### config.mk
export PLATFORM = sky130hd
export DESIGN_NAME = decoder_scan_ctrl
export DESIGN_NICKNAME = d
export VERILOG_FILES = /design/src/rtl/decoder_pkg.sv /design/src/rtl/decoder_scan_ctrl_dwell_counter.sv /design/src/rtl/decoder_scan_ctrl.sv
export SDC_FILE = /design/constraint.sdc
export NUM_CORES = 1
export LEC_CHECK = 0
export ABC_AREA = 1
export CAP_MARGIN = 20
export CORE_MARGIN = 4
export CORE_UTILIZATION = 48
export DETAILED_ROUTE_END_ITERATION = 10
export GPL_TIMING_DRIVEN = 0
export PLACE_DENSITY = 0.8
export SETUP_SLACK_MARGIN = 0.02
export SLEW_MARGIN = 10
export SYNTH_ARGS = -nofsm -noshare
export SYNTH_HDL_FRONTEND = slang
export SYNTH_HIERARCHICAL = 1
export SYNTH_SLANG_ARGS = --single-unit
### constraint.sdc
create_clock -name clk -period 1.69 [get_ports clk]
set_input_delay 0.338 -clock clk [delete_from_list [all_inputs] [get_ports clk]]
set_output_delay 0.338 -clock clk [all_outputs]
set_load 0.005 [all_outputs]
### src/rtl/decoder_pkg.sv
// decoder_pkg
//   Shared definitions for the decoder scan sequencer: FSM state encoding,
//   default widths and the last-select-code helper.
package decoder_pkg;

  localparam int DWELL_W_DEF = 8;
  localparam int SEL_W_DEF   = 3;

  typedef logic [1:0] scan_state_t;

  localparam scan_state_t ST_IDLE = 2'd0;
  localparam scan_state_t ST_RUN  = 2'd1;
  localparam scan_state_t ST_DONE = 2'd2;

  // Highest select code for a given select width.
  function automatic int sel_last(input int sel_w);
    return (1 << sel_w) - 1;
  endfunction

  localparam int SEL_LAST = sel_last(SEL_W_DEF);

endpackage

### src/rtl/decoder_scan_ctrl_dwell_counter.sv
// dwell_counter
//   Loadable down-counter that times how long each select code is held.
//   Ports:
//     clk, rst   : clock, synchronous active-high reset
//     load       : load load_val this cycle (wins over dec)
//     load_val   : value to load
//     dec        : decrement enable; the count never drops below 1
//     expire     : count == 1, i.e. last cycle of the current dwell
module dwell_counter
  import decoder_pkg::*;
#(
  parameter int DWELL_W = DWELL_W_DEF
) (
  input  logic               clk,
  input  logic               rst,
  input  logic               load,
  input  logic [DWELL_W-1:0] load_val,
  input  logic               dec,
  output logic               expire
);

  logic [DWELL_W-1:0] count;

  always_ff @(posedge clk) begin
    if (rst) begin
      count <= '0;
    end else if (load) begin
      count <= load_val;
    end else if (dec && (count > DWELL_W'(1))) begin
      count <= count - 1'b1;
    end
  end

  assign expire = (count == DWELL_W'(1));

endmodule

### src/rtl/decoder_scan_ctrl.sv
// decoder_scan_ctrl
//   Sequencer that drives a 3-to-8 decoder's En/I through codes 0..last,
//   holding each code for a latched dwell, in single-pass or continuous mode.
//   Ports:
//     clk, rst    : clock, synchronous active-high reset
//     start       : scan request, honoured only in IDLE
//     stop        : abort, honoured in every state (beats start and expiry)
//     mode        : 0 single pass, 1 continuous (latched at accepted start)
//     dwell       : cycles per code, 0 treated as 1 (latched at accepted start)
//     En, I       : registered decoder enable / select
//     busy        : high while scanning
//     step_tick   : pulse on the first cycle of each new code (not the first
//                   code of a pass)
//     done        : pulse for the single cycle after a single pass finishes
//
//   state | meaning
//   ------+-----------------------------------------------
//   IDLE  | outputs parked, waiting for start
//   RUN   | En high, stepping I every D cycles
//   DONE  | one-cycle completion pulse, then back to IDLE
module decoder_scan_ctrl
  import decoder_pkg::*;
#(
  parameter int DWELL_W = DWELL_W_DEF,
  parameter int SEL_W   = SEL_W_DEF
) (
  input  logic               clk,
  input  logic               rst,
  input  logic               start,
  input  logic               stop,
  input  logic               mode,
  input  logic [DWELL_W-1:0] dwell,
  output logic               En,
  output logic [SEL_W-1:0]   I,
  output logic               busy,
  output logic               step_tick,
  output logic               done
);

  localparam int LAST_INT = sel_last(SEL_W);
  localparam logic [SEL_W-1:0] LAST = LAST_INT[SEL_W-1:0];

  scan_state_t        state;
  logic               mode_q;
  logic [DWELL_W-1:0] dwell_q;
  logic [DWELL_W-1:0] dwell_eff;
  logic               accept;
  logic               advance;
  logic               cnt_load;
  logic [DWELL_W-1:0] cnt_load_val;
  logic               expire;

  assign dwell_eff = (dwell == '0) ? DWELL_W'(1) : dwell;
  assign accept    = (state == ST_IDLE) && start && !stop;
  // Expiry that moves on to another code (a step or a wrap) rather than ending.
  assign advance   = (state == ST_RUN) && !stop && expire && ((I != LAST) || mode_q);

  assign cnt_load     = accept || advance;
  assign cnt_load_val = accept ? dwell_eff : dwell_q;

  dwell_counter #(
    .DWELL_W (DWELL_W)
  ) u_dwell_counter (
    .clk      (clk),
    .rst      (rst),
    .load     (cnt_load),
    .load_val (cnt_load_val),
    .dec      (state == ST_RUN),
    .expire   (expire)
  );

  always_ff @(posedge clk) begin
    if (rst) begin
      state     <= ST_IDLE;
      En        <= 1'b0;
      I         <= '0;
      step_tick <= 1'b0;
      done      <= 1'b0;
      mode_q    <= 1'b0;
      dwell_q   <= '0;
    end else begin
      step_tick <= 1'b0;
      done      <= 1'b0;
      case (state)
        ST_IDLE: begin
          En <= 1'b0;
          I  <= '0;
          if (accept) begin
            state   <= ST_RUN;
            En      <= 1'b1;
            mode_q  <= mode;
            dwell_q <= dwell_eff;
          end
        end
        ST_RUN: begin
          if (stop) begin
            state <= ST_IDLE;
            En    <= 1'b0;
            I     <= '0;
          end else if (expire) begin
            if (I != LAST) begin
              I         <= I + 1'b1;
              step_tick <= 1'b1;
            end else if (mode_q) begin
              I         <= '0;
              step_tick <= 1'b1;
            end else begin
              state <= ST_DONE;
              En    <= 1'b0;
              I     <= '0;
              done  <= 1'b1;
            end
          end
        end
        ST_DONE: begin
          state <= ST_IDLE;
          En    <= 1'b0;
          I     <= '0;
        end
        default: begin
          state <= ST_IDLE;
          En    <= 1'b0;
          I     <= '0;
        end
      endcase
    end
  end

  assign busy = (state == ST_RUN);

endmodule

==> implementation parameters <==
Parameter                              Value

Timing
  Final setup violation count    0
  RSZ-0062 raised after global routing    yes
  Final worst setup slack    0.0337 ns
  Min Clock Period, post-route    1.66 ns
  Final Slew Violations    0
  Slew Limit Headroom    0.753
  Achievable Freq    604 MHz
  Worst Tran Pin Value    0.370 ns
  Period utilisation layout    0.980
  Hold violation count in the final report    0
  Clock skew after layout    0.00627 ns

Logic synthesis
  Async S/R FF share, synth    0
  Largest area contributor in the synthesized netlist    dfxtp_1
  Yosys cell types    25
  Syn Area/Cell    7.06 um^2
  Number of synthesized register bits    25
  Primary FF master, synth    dfxtp_1
  Synthesized netlist net count    215
  Yosys synthesis warning count    6
  Portion of the post-synthesis area used by sequential elements    0.358
  Fraction of synthesized cell area taken by the top area cell type    0.358
  Top cells by area in the synthesized netlist    dfxtp_1, inv_1, nand2_1, nor2_2, nor2_1
  Number of flops mapped to enable cells by yosys    0
  Total standard cell area after synthesis    0.00140 mm^2
  Cell count after synthesis    198

Finish
  Proportion of layout cells with a drive suffix above 1    0.388
  Count of fill cells added during filler insertion    214
  Area delta synth->final    38.1%
  Net total in the final layout    258
  Diodes inserted    0

GRT
  Number of global-route vias before repair    1268
  Largest net degree at the start of global routing    15
  Initial antenna violation count    0
  GRT Util Overall    0.179
  GRT overflow    0
  First-pass GRT wire length    5150 um

Detailed routing
  Count of vias placed by the detailed router    1328
  Routed wire length    3290 um
  Number of nets with antenna violations after routing    0
  Detailed Routing Iterations Pass 1    4
  Iter 0 DRT Violations    71
  Average detailed-routed wire length per instance    12.2 um
  Via count normalized by instance count    4.90
  Remaining routing DRC violations    0

Power and ir drop
  Power per cell area    764 mW/mm^2
  Static leakage    0.907 nW
  Maximum vdd drop    0.736 mV
  Overall Power    1.48 mW

Floorplan
  Starting utilization of the core area    0.503
  Standard-cell rows    19
  Die area    0.00384 mm^2
  Area of the placeable core    0.00278 mm^2
  Top-level I/O count    20
  Horizontal die dimension    62.0 um
  Chip Height    62.0 um

Clock tree
  Clock tree from TritonCTS    yes
  Clock Tree Root    clkbuf_4
  Clock latency reported for the late side of the worst-skew pair    0.33 ns
  Number of H-tree branching levels    1
  CTS Buf Count    3
  Clock sink count    25
  Clock-pin slew on the worst setup and hold paths    0.14 ns
  Buffers from clock root to sink, at most    2
  Hold Buf Count CTS    0

Setup path
  Data arrival time of the critical path    1.89 ns
  Cell breakdown of the critical path    inv_2 -> ha_4 -> nand2_4 -> nor2_4 -> inv_2 -> a21oi_2 -> nand2_2 -> nand2_4 -> buf_4 -> nor2_1 -> nand2_1 -> nand3_1 -> nand2_1 -> inv_1
  Worst path bufs/invs    4
  Worst setup SP type    flop
  CP peak stage delay    0.36 ns
  Worst EP required    1.93 ns
  CP delay by family, top    simple AND/OR/NAND/NOR gates
  Standard cell with the maximum stage delay on the critical path    dfxtp_2
  Crit path max fanout    5
  Endpoint class of the critical path    flop
  Critical Setup Path Class    flop to flop

Job
  Number of max-capacitance violations reported    0

Place
  RePlAce Congestion    0.895
  Worst setup slack before clock tree synthesis    -0.282 ns
  Quantity of I/O buffers inserted on ports    19
  Half-perimeter wire length after placement    2100 um

Min path
  Min-delay worst type    flop to flop

Outcome
  Status    finished, final reports clean
[per-layer routing]
layer  vias up  GRT usage  part of all wire
li1        698          -                 -
met4         0     0.0485             0.012
met2        35      0.324              0.51
met3         6     0.0475             0.044
met1       589      0.207              0.44
met5         -          0                 0
[cell usage in the layout (no fill, tap or decap), drive strengths merged]
cell type	count
nand2	46
inv	36
nor2	34
dfxtp	25
buf	22
clkdlybuf4s50	17
o21ai	17
a21oi	13
nand3	9
clkbuf	4
nor3	4
ha	4
clkinv	2
o21bai	2
dlymetal6s2s	1
dlygate4sd2	1
xor2	1
o22ai	1
or2	1
[layout make-up]
class | instances | area (um^2) | area share
inverter | 37 | 151 | 0.0784
tap | 31 | 38.8 | 0.0201
clock inverter | 1 | 5.00 | 0.00259
buffer | 4 | 42.5 | 0.0220
multi-input combinational | 132 | 805 | 0.416
clock buffer | 3 | 22.5 | 0.0117
timing repair buffer | 38 | 352 | 0.182
sequential | 25 | 515 | 0.267
[tightest hold or removal path: stages (launching register included)]
cell and delay (ns):
dfxtp_1 0.35, nand2_1 0.07, a21oi_1 0.05
[cells by family after synthesis]
kind of cell             share of synthesized area
flip-flops                                   0.358
AO/OA/AOI/OAI                                0.155
adder cells (fa/ha/maj)                     0.0358
AND/OR/NAND/NOR                              0.319
buffers and inverters                        0.126
XOR/XNOR                                   0.00626
[cells in the mapped netlist (2+ instances only)]
cell type / count
buf_2: 2
nor3_1: 2
o21ai_1: 3
nor2_1: 21
a21oi_1: 12
buf_6: 2
o21ai_0: 6
nor3_2: 2
nor2_2: 13
ha_1: 4
nand3_1: 9
inv_1: 35
nand2_2: 10
nand2_1: 35
dfxtp_1: 25
o21ai_2: 8
[final timing paths]
kind	from	end	slack [ns]	cells after the start
setup / recovery	u_dwell_counter/count[1]$_SDFFE_PP0P_	u_dwell_counter/count[7]$_SDFFE_PP0P_	0.03	14
hold reg to reg	I[1]$_SDFFE_PP0P_	I[1]$_SDFFE_PP0P_	0.50	2
setup reg to reg	u_dwell_counter/count[1]$_SDFFE_PP0P_	u_dwell_counter/count[7]$_SDFFE_PP0P_	0.03	14
hold / removal	I[1]$_SDFFE_PP0P_	I[1]$_SDFFE_PP0P_	0.50	2
[what timing repair did]
| item | 4_1_cts | 5_1_grt |
|---|---|---|
| buffers inserted | 11 | 8 |
| setup endpoints to repair | 9 | 9 |
| pin swaps | 3 | 10 |
| endpoints found under the hold margin | 0 | 0 |
| cloned | 0 | 1 |
| resized for setup | 16 | 18 |
[state kept, by name (all words and copies together), names as in the netlist]
name and flops:
dwell_q 8, state 2, step_tick 1, mode_q 1
En 1, I 3, u_dwell_counter/count 8, done 1
[per-stage QoR]
stage	setup TNS, ns	std cells	hold slack, ns	util	instance area, um^2
final	0	271	0.496	0.695	1930
after global routing	-0.186	271	0.531	0.695	1930
after CTS	0	263	0.498	0.647	1800
after detailed placement	-1.72	248	0.473	0.593	1650
after global placement	-1.64	248	0.472	0.593	1650
after floorplan	0	198	0.400	-	1420
[power breakdown]
| group | internal, mW | switching [mW] | total (mW) |
|---|---|---|---|
| Sequential | 0.633 | 0.0397 | 0.673 |
| Clock | 0.0888 | 0.187 | 0.276 |
| Combinational | 0.237 | 0.289 | 0.526 |
(Power assumes the default switching activity.)
==> RTL edit 1 (same settings) <==
The package constant `SEL_W_DEF` goes from 3 to 5.
--- a/src/rtl/decoder_pkg.sv
+++ b/src/rtl/decoder_pkg.sv
@@ -5,5 +5,5 @@
 
   localparam int DWELL_W_DEF = 8;
-  localparam int SEL_W_DEF   = 3;
+  localparam int SEL_W_DEF   = 5;
 
   typedef logic [1:0] scan_state_t;
Interface: changed (resized I); port bits go from 20 to 22. The function was not compared with the original's and may differ.
==> RTL edit 1 against the unedited design <==
The flow now finishes with violations (setup timing). Power rose by 1.6%. Sequential cell count rose by 2. Core utilization fell by 2.1 points. Routed wire length shrank 4.2%. Setup slack got worse by 0.11 ns. Synthesized cell count is 9.1% higher. Global-route usage down 1.4 points. Area after synthesis up 9.0%. Cell area grew 6.4%. Via count grew 5.9%.
==> RTL edit 1: results (changes against the unedited design) <==
[sta]
worstMarginPinSlew_ns = 0.302  ; -0.0675 ns
clock_skew_ns = 0.00221  ; -0.00406 ns
setup_violations = 3  ; +3
worst_slack_ns = -0.0743  ; -0.108 ns

[cts]
cts_root_buffer = clkbuf_4
htree_levels = 1  ; unchanged
numCtsBuffers = 3  ; unchanged
max-clock-path-buffers = 2  ; unchanged
clk_latency_ns = 0.33  ; about the same

[drt]
drt_iter0_drc = 82  ; +15%
drt-pass1-iter-count = 4  ; unchanged
dr_total_vias = 1407  ; +5.9%
drt_wl_total_um = 3160  ; -4.2%

[critical_path]
path_max_fanout = 6  ; +1
r2r_cells = 12  ; -2
max_stage_delay_ns = 0.38  ; +0.02 ns
crit_family = simple AND/OR/NAND/NOR gates
cp.arrival_ns = 2.03  ; +0.14 ns
cp_slowest_cell = dfxtp_4

[placement]
placed_cell_area_sq_um = 1840  ; +12%
dp.final_hpwl_um = 2270  ; +8.4%
place_congestion = 0.887  ; -0.90%
post-place-ws_ns = -0.350  ; -0.0672 ns
portBuffers = 21  ; +2

[global_route]
grt_pass1_wl_um = 5430  ; +5.4%
track_usage_pct = 16.5  ; -1.4 points
grt_pass1_vias = 1286  ; +1.4%
grt_max_degree = 16  ; +1

[run_status]
status = finished, violations left
violations = setup timing

[finish]
nets = 271  ; +5.0%
reg_top3 = dwell_q (8), u_dwell_counter/count (8), I (5)
drive_gt1_share_pct = 34.1  ; -4.6 points

[power_and_ir_drop]
p_int_w = 0.000977  ; +1.9%
p_comb_share_pct = 33.1  ; -2.5 points
power.leakage_nw = 0.925  ; +2.0%
ir_drop_mv = 0.350  ; -52%

[synth]
async_flop_share_pct = 0  ; unchanged
seq_area_frac_synth_pct = 35.4  ; -0.34 points
ys.flop_type = dfxtp_1
synth_area_leaders = dfxtp_1 (35%), nand2_1 (9.4%), inv_1 (9.1%)
syn-num-nets = 234  ; +8.8%
yosys_warnings = 6  ; unchanged
ys_types = 27  ; +8.0%
synth_commonest_cells = nand2_1 (38), inv_1 (37), dfxtp_1 (27)

[hold_path]
holdPathStages = 2  ; unchanged
hp-class = flop to flop

## RTL edit 1: changes by cell type after synthesis, moves of 2 or more
cell     delta
nor2_2      -2
nand2_1     +3
nor2_1      +2
inv_1       +2
dfxtp_1     +2
o21ai_0     +2
## RTL edit 1: through the flow
stage / TNS [ns] / cells / hold WS, ns / total power (W)
global placement: -2.32 / 281 / 0.471 / 0.00115
CTS: -0.0210 / 293 / 0.510 / 0.00147
global route: -0.654 / 296 / 0.529 / 0.00161
finish: -0.135 / 296 / 0.498 / 0.00150
detailed placement: -2.45 / 281 / 0.472 / 0.00115
floorplan: 0 / 216 / 0.400 / 0.00105
## RTL edit 1: cell type report
cell class,instances,area [sq um]
inverter,40,158
clock inverter,1,5.00
clock buffer,3,22.5
sequential,27,557
multi-input combinational,144,908
timing repair buffer,32,304
buffer,5,46.3
tap,44,55.1
fill,260,997
## RTL edit 1: worst reg2reg max path, cell delays in order, from the launching register on
cell,delay (ns)
dfxtp_4,0.38
ha_4,0.13
nand2_2,0.06
nor2_2,0.14
ha_2,0.20
nand2_2,0.07
nand2_4,0.08
o21ai_4,0.07
inv_4,0.10
buf_6,0.13
nand2_1,0.05
o21bai_4,0.17
a21oi_2,0.13
## RTL edit 1: timing repair
item / CTS / global route
pin swaps: 4 / 10
buffers inserted: 7 / 3
gates cloned: 1 / 0
endpoints found under the setup margin: 9 / 11
gates resized for setup: 19 / 15
## RTL edit 1: cells by family (layout without fill, tap and decap cells)
group	after synthesis	in the layout	share of synthesized area (%)
AO/OA/AOI/OAI	36	36	15.2
AND/OR/NAND/NOR	101	101	31.5
flip-flops	27	27	35.4
adder cells (fa/ha/maj)	5	5	4.10
XOR/XNOR	2	2	1.15
buffers and inverters	45	81	12.6
## RTL edit 1: worst paths after layout
| path | start | end | slack [ns] |
|---|---|---|---|
| min | En | En | 0.50 |
| min reg2reg | En | En | 0.50 |
| max reg2reg | I[1] | u_dwell_counter/count[6] | -0.07 |
| max | I[1] | u_dwell_counter/count[6] | -0.07 |
## RTL edit 1: routing by layer
| metal | GRT usage, % | share of wire, % |
|---|---|---|
| met4 | 8.71 | 2.4 |
| met3 | 2.81 | 2.6 |
| met2 | 27.4 | 48 |
| met5 | 0 | 0 |
| met1 | 20.2 | 47 |
## RTL edit 1: power groups by stage
stage,registers (W),clock network (W),logic [W]
floorplan,0.000716,0,0.000336
global placement,0.000722,0,0.000425
detailed placement,0.000724,0,0.000430
CTS,0.000714,0.000297,0.000460
global route,0.000725,0.000318,0.000563
finish,0.000719,0.000284,0.000496
==> RTL edit 2 (same settings) <==
Made on the original files. Reset style: asynchronous (`rst`), changed in 2 clocked blocks. Comments in the files are not updated.
--- a/src/rtl/decoder_scan_ctrl_dwell_counter.sv
+++ b/src/rtl/decoder_scan_ctrl_dwell_counter.sv
@@ -22,5 +22,5 @@
   logic [DWELL_W-1:0] count;
 
-  always_ff @(posedge clk) begin
+  always_ff @(posedge clk or posedge rst) begin
     if (rst) begin
       count <= '0;
--- a/src/rtl/decoder_scan_ctrl.sv
+++ b/src/rtl/decoder_scan_ctrl.sv
@@ -70,5 +70,5 @@
   );
 
-  always_ff @(posedge clk) begin
+  always_ff @(posedge clk or posedge rst) begin
     if (rst) begin
       state     <= ST_IDLE;
Function: differs if rst is asserted again (counterexample within 4 cycles, from zero or initial values and one cycle with rst high); with rst held inactive, the same outputs for 10 cycles.
==> RTL edit 2 against the unedited design <==
Sequential cell count did not move. Die area rose by 4.2%. Setup slack worse by 0.029 ns. Final cell count decreased by 5.9%. Cell area is 0.32% higher. First-iteration DRC count is 20% lower. Non-clock buffer count decreased by 3. Largest cell class unchanged. Hold slack lost 0.23 ns. Critical path depth is 6 lower. Routed wire length up 10%. Area after synthesis up 4.8%. Highest routed layer unchanged.
Power is not compared: it rests on default switching activity, and its combinational part moved more than twofold at a synthesized area within 25%.
==> RTL edit 2: results (changes against the unedited design) <==
[critical_path]
cp.arrival_ns = 1.91  ; +0.02 ns
r2r_slack_ns = 0.004  ; -0.03 ns
path_max_fanout = 8  ; +3
worstSetupStartpointType = flop
r2r_start = I[1]

[run_status]
status = finished, final reports clean

[finish]
finalNonFillerCells = 255  ; -5.9%
nets = 242  ; -6.2%
reg_top3 = dwell_q (8), u_dwell_counter/count (8), I (3)
fillers = 226  ; +5.6%
diodes = 0  ; unchanged
drive_gt1_share_pct = 28.6  ; -10 points

[synth]
synth_commonest_cells = nand2_1 (54), dfrtp_1 (25), nor2_1 (23)
syn-num-nets = 200  ; -7.0%
yosys_warnings = 6  ; unchanged
ys_types = 24  ; -4.0%
seq_area_frac_synth_pct = 42.7  ; +6.9 points
async_flop_share_pct = 100  ; +100 points
synth_area_leaders = dfrtp_1 (43%), nand2_1 (14%), nand3_1 (7.5%)
synth_compound_area_share_pct = 7.25  ; -8.2 points
synth_fa_ha_area_share_pct = 3.41  ; -0.16 points
synthCells = 183  ; -7.6%
muxShareOfSynthArea_pct = 0.683  ; +0.68 points
synth-xor-area-share_pct = 1.19  ; +0.57 points
ys.flop_type = dfrtp_1

[cts]
cts_root_buffer = clkbuf_4
numCtsBuffers = 3  ; unchanged
cts.clk_slew.worst_paths_ns = 0.14  ; about the same
htree_levels = 1  ; unchanged
clk_latency_ns = 0.33  ; about the same
max-clock-path-buffers = 2  ; unchanged

[placement]
placedCellCount = 233  ; -6.0%
dp.final_hpwl_um = 2350  ; +12%
portBuffers = 19  ; unchanged
place_congestion = 0.884  ; -1.3%

[drt]
dr_wl_met2_um = 1980  ; +18%
routed.top_layer = met4
drt_iter0_drc = 57  ; -20%
met3_length_um = 183  ; +26%
drt-pass1-iter-count = 4  ; unchanged
drt_wl_total_um = 3630  ; +10%
wl_met1_um = 1430  ; -0.76%
dr_total_vias = 1374  ; +3.5%

[global_route]
grt_pass1_vias = 1324  ; +4.4%
grt_max_degree = 18  ; +3
antenna_found_initial = 0  ; unchanged
track_usage_pct = 17.2  ; -0.75 points
grt_pass1_wl_um = 5580  ; +8.3%

[power_and_ir_drop]
power.leakage_nw = 0.983
ir_drop_mv = 1.03
p_int_w = 0.00135

[sta]
hold_viol = 0  ; unchanged
clock_skew_ns = 0.00609  ; -0.000179 ns
worstMarginPinSlew_ns = 0.696  ; +0.326 ns
setup_violations = 0  ; unchanged

[hold_path]
hp-class = input pin to async pin

-- RTL edit 2: changes by cell type in the layout (fill, tap and decap cells not counted), sizes merged, moves of 2 or more --
cell and change:
dfrtp +25, dfxtp -25, inv -19, nand2 +18, nand3 +13, a21oi -12
o21ai -6, nor2 -4, nor3 -4, a31oi +2
-- RTL edit 2: timing repair --
item	in CTS	in global routing
gates resized for setup	15	16
gates cloned	0	1
endpoints found under the hold margin	0	0
pin swaps	4	8
buffers inserted	12	5
hold buffers	0	0
endpoints found under the setup margin	9	9
-- RTL edit 2: per-layer routing --
metal  up-vias  track usage (%)
met4         0             2.43
met3         6             4.09
li1        661                -
met5         -                0
met2        42             32.7
met1       665             19.8
-- RTL edit 2: cell type report --
class                           instances  area [sq um]  share of cell area (%)
Multi-Input combinational cell        138           812                    41.9
Sequential cell                        25           627                    32.3
Timing Repair Buffer                   36           317                    16.3
Inverter                               17          68.8                    3.55
Buffer                                  3          42.5                    2.19
Tap cell                               31          38.8                    2.00
Clock buffer                            4          26.3                    1.36
Timing Repair inverter                  1          6.26                   0.323
-- RTL edit 2: critical path: stages, from the launching register on --
cell     delay [ns]
dfrtp_1        0.43
ha_2           0.19
ha_2           0.16
inv_2          0.07
nor2_4         0.05
o21ai_4        0.21
buf_6          0.18
mux2i_1        0.20
o21ai_1        0.07
-- RTL edit 2: through the flow --
| step | util, % | power [W] | area (sq um) | setup WS, ns | hold slack, ns |
|---|---|---|---|---|---|
| after floorplan | - | 0.00152 | 1470 | -0.000501 | 0.154 |
| after global placement | 60.1 | 0.00168 | 1700 | -0.347 | 0.458 |
| after detailed placement | 60.1 | 0.00172 | 1700 | -0.374 | 0.471 |
| after CTS | 65.6 | 0.00217 | 1860 | 0.0149 | 0.292 |
| after global routing | 68.5 | 0.00247 | 1940 | -0.0601 | 0.282 |
| final | 68.5 | 0.00231 | 1940 | 0.00432 | 0.266 |
-- RTL edit 2: final timing paths --
kind                                       endpoint  depth (start not counted)
max                        u_dwell_counter/count[2]                          8
min                        u_dwell_counter/count[6]                          2
max reg2reg                u_dwell_counter/count[2]                          8
min reg2reg                              dwell_q[7]                          2
max in group asynchronous                dwell_q[5]                          2
min in group clk                         dwell_q[7]                          2
-- RTL edit 2: power groups by stage --
stage | Sequential [W] | Clock [W] | Combinational, W
after global placement | 0.000881 | 0 | 0.000795
after detailed placement | 0.000886 | 0 | 0.000834
final | 0.000865 | 0.000278 | 0.00117
after floorplan | 0.000861 | 0 | 0.000664
after global routing | 0.000883 | 0.000306 | 0.00128
after CTS | 0.000852 | 0.000277 | 0.00104
